--- src/rtl/pe_sequencer.sv ---
// Job sequencer for one PE datapath: per pixel it walks count, read, popcount,
// accumulate and binarize, then hands the pixel downstream with valid/ready.
//
// state | meaning
// IDLE  | waiting for start
// CNT   | address generation, isCount high until cntDone
// READ  | memory read, isRead high until readDone & readyToPick
// PCNT  | popcount, continuePcnt high until pcntDone
// ACC   | accumulate, continueAcc/addPcnts high until accDone
// BIN   | binarize, binarizeStart high until finishAll
// OUT   | out_valid held until out_ready
// DONE  | one-cycle done pulse
// ERR   | phase watchdog expired, left only through rst
module pe_sequencer #(
  parameter int synopseFold    = 18,
  parameter int input_address  = 12,
  parameter int weight_address = 12,
  parameter int num_pixels     = 4,
  parameter int pix_width      = 8,
  parameter int timeout_cycles = 1024
) (
  input  logic                      clk,
  input  logic                      rst,
  input  logic                      start,
  input  logic                      abort,
  input  logic [input_address-1:0]  in_base,
  input  logic [weight_address-1:0] w_base,
  input  logic                      cntDone,
  input  logic                      readDone,
  input  logic                      readyToPick,
  input  logic                      pcntDone,
  input  logic                      accDone,
  input  logic                      finishAll,
  input  logic                      out_ready,
  output logic                      isCount,
  output logic                      isRead,
  output logic                      continuePcnt,
  output logic                      continueAcc,
  output logic                      addPcnts,
  output logic                      binarizeStart,
  output logic [input_address-1:0]  firstInputAddress,
  output logic [weight_address-1:0] firstWeightAddress,
  output logic                      out_valid,
  output logic [pix_width-1:0]      pix_index,
  output logic                      busy,
  output logic                      done,
  output logic                      error
);

  localparam int WD_W = (timeout_cycles < 2) ? 1 : $clog2(timeout_cycles);
  localparam logic [WD_W-1:0]           WD_LAST  = WD_W'(timeout_cycles - 1);
  localparam logic [pix_width-1:0]      PIX_LAST = pix_width'(num_pixels - 1);
  localparam logic [weight_address-1:0] W_STEP   = weight_address'(synopseFold);

  typedef enum logic [3:0] {
    S_IDLE, S_CNT, S_READ, S_PCNT, S_ACC, S_BIN, S_OUT, S_DONE, S_ERR
  } state_e;

  state_e                    state_q, state_d;
  logic [WD_W-1:0]           wd_q, wd_d;
  logic [pix_width-1:0]      pix_q, pix_d;
  logic [input_address-1:0]  ia_q, ia_d;
  logic [weight_address-1:0] wa_q, wa_d;

  logic is_count_q, is_read_q, cont_pcnt_q, cont_acc_q, bin_start_q;
  logic out_valid_q, busy_q, done_q, error_q;

  logic wd_expired;
  logic watched_d;

  assign wd_expired = (wd_q == WD_LAST);

  always_comb begin
    state_d = state_q;
    pix_d   = pix_q;
    ia_d    = ia_q;
    wa_d    = wa_q;
    unique case (state_q)
      S_IDLE: begin
        if (start) begin
          state_d = S_CNT;
          ia_d    = in_base;
          wa_d    = w_base;
          pix_d   = '0;
        end
      end
      S_CNT: begin
        if (cntDone)         state_d = S_READ;
        else if (wd_expired) state_d = S_ERR;
      end
      S_READ: begin
        if (readDone && readyToPick) state_d = S_PCNT;
        else if (wd_expired)         state_d = S_ERR;
      end
      S_PCNT: begin
        if (pcntDone)        state_d = S_ACC;
        else if (wd_expired) state_d = S_ERR;
      end
      S_ACC: begin
        if (accDone)         state_d = S_BIN;
        else if (wd_expired) state_d = S_ERR;
      end
      S_BIN: begin
        if (finishAll)       state_d = S_OUT;
        else if (wd_expired) state_d = S_ERR;
      end
      S_OUT: begin
        if (out_ready) begin
          if (pix_q == PIX_LAST) begin
            state_d = S_DONE;
          end else begin
            state_d = S_CNT;
            pix_d   = pix_q + 1'b1;
            wa_d    = wa_q + W_STEP;
          end
        end
      end
      S_DONE:  state_d = S_IDLE;
      S_ERR:   state_d = S_ERR;
      default: state_d = S_IDLE;
    endcase

    // abort beats every transition above, including an accepted pixel
    if (abort && state_q != S_ERR) begin
      state_d = S_IDLE;
      pix_d   = '0;
    end
  end

  // watchdog runs only while waiting on a datapath flag; OUT may stall forever
  assign watched_d = (state_d == S_CNT) || (state_d == S_READ) || (state_d == S_PCNT) ||
                     (state_d == S_ACC) || (state_d == S_BIN);
  assign wd_d      = (watched_d && state_d == state_q) ? wd_q + 1'b1 : '0;

  always_ff @(posedge clk) begin
    if (rst) begin
      state_q     <= S_IDLE;
      wd_q        <= '0;
      pix_q       <= '0;
      ia_q        <= '0;
      wa_q        <= '0;
      is_count_q  <= 1'b0;
      is_read_q   <= 1'b0;
      cont_pcnt_q <= 1'b0;
      cont_acc_q  <= 1'b0;
      bin_start_q <= 1'b0;
      out_valid_q <= 1'b0;
      busy_q      <= 1'b0;
      done_q      <= 1'b0;
      error_q     <= 1'b0;
    end else begin
      state_q     <= state_d;
      wd_q        <= wd_d;
      pix_q       <= pix_d;
      ia_q        <= ia_d;
      wa_q        <= wa_d;
      is_count_q  <= (state_d == S_CNT);
      is_read_q   <= (state_d == S_READ);
      cont_pcnt_q <= (state_d == S_PCNT);
      cont_acc_q  <= (state_d == S_ACC);
      bin_start_q <= (state_d == S_BIN);
      out_valid_q <= (state_d == S_OUT);
      busy_q      <= (state_d != S_IDLE) && (state_d != S_ERR);
      done_q      <= (state_d == S_DONE);
      error_q     <= (state_d == S_ERR);
    end
  end

  assign isCount            = is_count_q;
  assign isRead             = is_read_q;
  assign continuePcnt       = cont_pcnt_q;
  assign continueAcc        = cont_acc_q;
  assign addPcnts           = cont_acc_q;
  assign binarizeStart      = bin_start_q;
  assign out_valid          = out_valid_q;
  assign busy               = busy_q;
  assign done               = done_q;
  assign error              = error_q;
  assign firstInputAddress  = ia_q;
  assign firstWeightAddress = wa_q;
  assign pix_index          = pix_q;

endmodule
--- config.mk ---
export PLATFORM = sky130hd
export DESIGN_NAME = pe_sequencer
export DESIGN_NICKNAME = d
export VERILOG_FILES = /design/src/rtl/pe_sequencer.sv
export SDC_FILE = /design/constraint.sdc
export NUM_CORES = 1
export LEC_CHECK = 0
export CORE_UTILIZATION = 45
export CTS_CLUSTER_SIZE = 30
export DETAILED_ROUTE_END_ITERATION = 8
export PLACE_DENSITY = 0.77
export SKIP_CTS_REPAIR_TIMING = 1
export SLEW_MARGIN = 10
export SYNTH_ARGS = -nofsm -noshare
export SYNTH_HDL_FRONTEND = slang
export SYNTH_SLANG_ARGS = --single-unit
export TNS_END_PERCENT = 10
--- constraint.sdc ---
create_clock -name clk -period 2.2 [get_ports clk]
set_input_delay 0.44 -clock clk [delete_from_list [all_inputs] [get_ports clk]]
set_output_delay 0.44 -clock clk [all_outputs]
set_load 0.02 [all_outputs]
* After elaboration in Yosys (flattened, before gate mapping) *
Cells that the tools add are included.

storage, ports and cells
  register bits = 55
  input bits = 35
  word-level logic and storage cells = 75
  output and inout bits = 42

operators by class
  bitwise gates (word level) = 1
  eq/ne operators = 23
  multiplexer cells = 19
  reductions and logical operators = 15
  add/sub/neg operators = 3

operator list
  operator               count
  $mux 12                3
  $mux 4                 9
  $pmux 4 s8             1
  $eq 4x3->1 const B     7
  $mux 8                 3
  $pmux 12 s2            1
  $eq 4x2->1 const B     4
  $pmux 8 s2             1
  $add 12x5->12 const B  1
  $add 10x1->10 const B  1
  $eq 10x10->1 const B   1
  $add 8x1->8 const B    1
  $eq 4x1->1 const B     2
  $eq 4x4->1 const B     2
  $eq 8x2->1 const B     1
  $ne 4x4->1 const B     2
  $ne 2x2->1 const B     3
  $eq 4x4->1             1
  $logic_and 1x1->1      4
  $logic_not 4->1        1
  $logic_or 1x1->1       4
  $reduce_and 4->1       1
  $reduce_bool 4->1      1
  $reduce_or 2->1        2
  other kinds (4)        4

* Logic depth before layout (Yosys ltp) *
  depth in word-level cells = 13
  depth in mapped cells = 8
  depth with buffers taken out = 6

* Least setup slack after synthesis *
Ideal clock, no wire load.

  kind = flip-flop to flip-flop
  from = reg pix_q[0] (netlist: pix_index[0])
  to = reg wa_q[5] (netlist: firstWeightAddress[5])
  clock period less this slack = 2,122 ps
  buffers on the path = 1
  cell stages (with the launch flop) = 8
  library setup time = 115 ps
  data arrival time = 2,007 ps
  data required time = 2,085 ps
  setup slack = 78 ps
  path through = dfxtp_1 -> ha_1 -> or4b_1 -> o21ai_2 -> a21o_1 -> buf_4 -> nor2_1 -> o21ba_1

on the way
  word-level cells in the longest chain between the ends = 3

ends and longest elaborated chain
  item                        RTL line  RTL
  start: declaration          61        logic [pix_width-1:0] pix_q, pix_d;
  start signal: assignment    154       pix_q <= pix_d;
  $eq 8x2->1                  109       if (pix_q == PIX_LAST) begin
  $ne 2x2->1 (no line)        -
  $reduce_and 4->1 (no line)  -
  end signal: assignment      156       wa_q <= wa_d;
  end: declaration            63        logic [weight_address-1:0] wa_q, wa_d;

No other way between the ends.
A chain may end at the register's enable or synchronous reset.

* Final worst setup path *
  from = reg wd_q[0]
  to = reg cont_acc_q (netlist: addPcnts)

on the way
  word-level cells in the longest chain between the ends = 6
  elaborated cells on any way between the ends = 10
  classes of those cells = 2 x eq/ne; 8 x mux

ends and longest elaborated chain
  item                       RTL line  RTL
  start: declaration         60        logic [WD_W-1:0] wd_q, wd_d;
  start signal: assignment   153       wd_q <= wd_d;
  $eq 10x10->1 (*)           71        assign wd_expired = (wd_q == WD_LAST);
  $mux 4 (*)                 -
  $mux 4 (on tied branches)  -
  $pmux 4 s8 (*)             78        unique case (state_q)
  $mux 4 (*)                 124       if (abort && state_q != S_ERR) begin
  $eq 4x3->1 (*)             160       cont_acc_q <= (state_d == S_ACC);
  end signal: assignment     160
  end: declaration           65        logic is_count_q, is_read_q, cont_pcnt_q, cont_acc_q, bin_start_q;

Mark *: on every way between the ends. The rest lies on a longest branch, timed or not.

==> metrics.cfg <==
[logic_synthesis]
netlist_instances=355
synth-seq-cells=55
ys_seq_area_share_pct=36.47
yosysWarnings=0
avgSynthCellArea_sq_um=8.505
syn_nets=393
ys_types=74
ys.flop_type=dfxtp_1
synth_edf_count=0
synth_area_sq_um=3019
async_reset_ff_share_pct=0

[clock_tree]
cts_tree=built
clkSlewWorstSetupHoldPaths_ns=0.11
numCtsBuffers=5
htree_levels=2
clk_path_buf_depth=2
root_buffer=clkbuf_8
cts.sinks=55
worstSkewPairLatency_ns=0.32

[setup_path]
crit_slowest_cell=dfxtp_1
cp_cell_sequence=ha_1 > nand4_1 > or3_4 > a211o_1 > or3_4 > a211oi_2
timing.rr.end=addPcnts$_SDFF_PP0_
cp_slowest_stage_delay_ns=0.39
r2r_cells=6
cp.required_ns=2.45
crit_arrival_ns=2.32
crit_fanout=4
path_class=reg2reg
timing.rr.start=wd_q[0]$_SDFF_PP0_
startpoint_type=register
end_kind=register
cpMostUsedCell=or3_4
r2r_slack_ns=0.13

[hold_path]
whs_endpoint=firstInputAddress[2]$_SDFFE_PP0P_
hold_class=reg2reg
hp-start=firstInputAddress[2]$_SDFFE_PP0P_
whs_path_depth=2

[timing]
min_period_ns=2.073
clock_skew_ns=0.004730
worstMarginPinSlew_ns=0.6648
slew_violations=0
rsz0062_at_grt=false
finalCritPeriodShare_pct=94.21
setup_violations=0
tns_ns=0
finalHoldViolations=0
max-slew-margin-rel_pct=55.48
max_clock_freq_ghz=0.4825

[floorplan]
floorplan.initialDensity_pct=47.01
ios=77
core_area_sq_um=6422
die_w_um=83.91
dieArea_sq_um=7041
rows=29
fp.dieH_um=83.91

[route]
via_count=3061
drt_pass1_iterations=7
wl_per_cell_um=15.23
drc=10
final_antenna_net_count=0
routed_wl_mm=8.208
vias_per_cell=5.679
first_iter_violations=151

[outcome]
run_status=finished with violations
violations=DRC

[grt]
grt_max_degree=32
first_global_vias=2939
overflow=0
antenna_found_initial=0
grt_pass1_wl_mm=13.86
grt_use_total_pct=24.10

[placement]
hpwl_mm=5.962
io_buffers=76
routabilityCongestion=0.8765

[layout]
final_net_count=499
n_antenna_cell=0
drive_gt1_share_pct=19.26
synthToLayoutAreaGrowth_pct=40.41

[power]
ir_drop_mv=0.3479
cellLeakagePower_nw=1.474
p_per_area_nw_per_um2=473.9
finalPower_mw=2.009

[job]
max_cap_violations=0

worst max-delay path by stage:
stage                              start                            endpoint  slack (ns)  cells after the start
2_1_floorplan  pix_index[0]$_SDFFE_PP0P_  firstWeightAddress[5]$_SDFFE_PP0P_        0.08                      7
3_3_place_gp                   out_ready                 addPcnts$_SDFF_PP0_       -0.06                      6
3_5_place_dp                     accDone                  isCount$_SDFF_PP0_       -0.15                      6
4_1_cts            state_q[2]$_SDFF_PP0_                  wd_q[4]$_SDFF_PP0_        0.06                      9
5_1_grt                          accDone                  isCount$_SDFF_PP0_        0.01                      6
6_report              wd_q[0]$_SDFF_PP0_                 addPcnts$_SDFF_PP0_        0.13                      6
sequential cells by signal, indices dropped and copies added, names as in the netlist, 4 cells and up:
register	count
pix_index	8
firstWeightAddress	12
state_q	4
firstInputAddress	12
wd_q	10
layout by cell type, fill, tap and decap left out, types with 4 or more instances in the layout:
cell             Yosys  routed
nor2b_1              4       4
nand2_1             52      52
nor4_1               4       4
a21oi_1             35      35
a211oi_1             9       9
nor3_1               6       5
xnor2_1              7       7
nand3_1             14      14
inv_1               10      10
o21ai_1              5       5
nor2_1              20      20
clkbuf_8             0       5
or3_1                5       5
nor3_2              10      11
o31ai_1              4       4
buf_4                4      42
o21ai_0             16      16
clkdlybuf4s50_1      0      76
dfxtp_1             55      52
Yosys cell counts, types with 3 or more instances:
library cell / number / area (sq um)
a211oi_1: 9 / 67.56
a21oi_1: 35 / 175.2
a311oi_1: 4 / 35.03
a31oi_1: 3 / 18.77
and3_1: 3 / 18.77
buf_2: 4 / 20.02
buf_4: 4 / 30.03
clkbuf_1: 11 / 41.29
dfxtp_1: 55 / 1101
ha_1: 3 / 37.54
inv_1: 10 / 37.54
nand2_1: 52 / 195.2
nand2b_1: 3 / 18.77
nand3_1: 14 / 70.07
nand4_1: 3 / 18.77
nor2_1: 20 / 75.07
nor2b_1: 4 / 25.02
nor3_1: 6 / 30.03
nor3_2: 10 / 100.1
nor4_1: 4 / 25.02
o21ai_0: 16 / 80.08
o21ai_1: 5 / 25.02
o31ai_1: 4 / 30.03
or3_1: 5 / 31.28
or4bb_1: 3 / 33.78
xnor2_1: 7 / 61.31
xor2_1: 3 / 26.28
worst max-delay path: cells and delay by family (launching register included):
kind	cells	cell delay, ns
flops	1	0.39
compound gates	2	0.54
simple gates	3	0.87
fa+ha+maj	1	0.20
metal layers:
layer	GRT usage, %	wire, um	part of all wire (%)	up-vias
li1	-	-	-	1520
met1	30.90	3645	44	1435
met2	40.83	4049	49	92
met3	4.253	367	4.5	14
met4	7.994	146	1.8	0
met5	0	0	0	-
kinds of logic after synthesis:
group / Yosys count / share of synthesized area [%]
buffers and inverters: 32 / 4.890
AO/OA/AOI/OAI: 105 / 25.61
AND/OR/NAND/NOR: 147 / 27.85
flip-flops: 55 / 36.47
adder cells (fa/ha/maj): 3 / 1.243
multiplexers: 3 / 1.036
XOR/XNOR: 10 / 2.901
cell type report:
type                       instances  area, sq um
inverter                          11        41.29
tap                               77        96.34
fill                             540         2183
clock buffer                       5        68.82
sequential                        55         1105
multi-input combinational        268         1784
timing repair buffer             120         1116
clock inverter                     3        27.53
stage by stage:
stage	cell area [sq um]	hold WS [ns]	std cells	setup slack [ns]	util (%)
after floorplan	3019	0.4428	355	0.07841	-
after global routing	4239	0.4822	539	0.01374	66.00
final	4239	0.4622	539	0.1273	66.00
after CTS	4222	0.4625	539	0.05540	65.73
after detailed placement	4125	0.4469	531	-0.1505	64.23
after global placement	4125	0.4404	531	-0.06411	64.23
power breakdown:
part | total, mW | internal [mW] | switching [mW]
Sequential | 1.06 | 1.03 | 0.0282
Clock | 0.614 | 0.235 | 0.379
Combinational | 0.339 | 0.176 | 0.163
Total | 2.01 | 1.44 | 0.571
(Power assumes the default switching activity.)
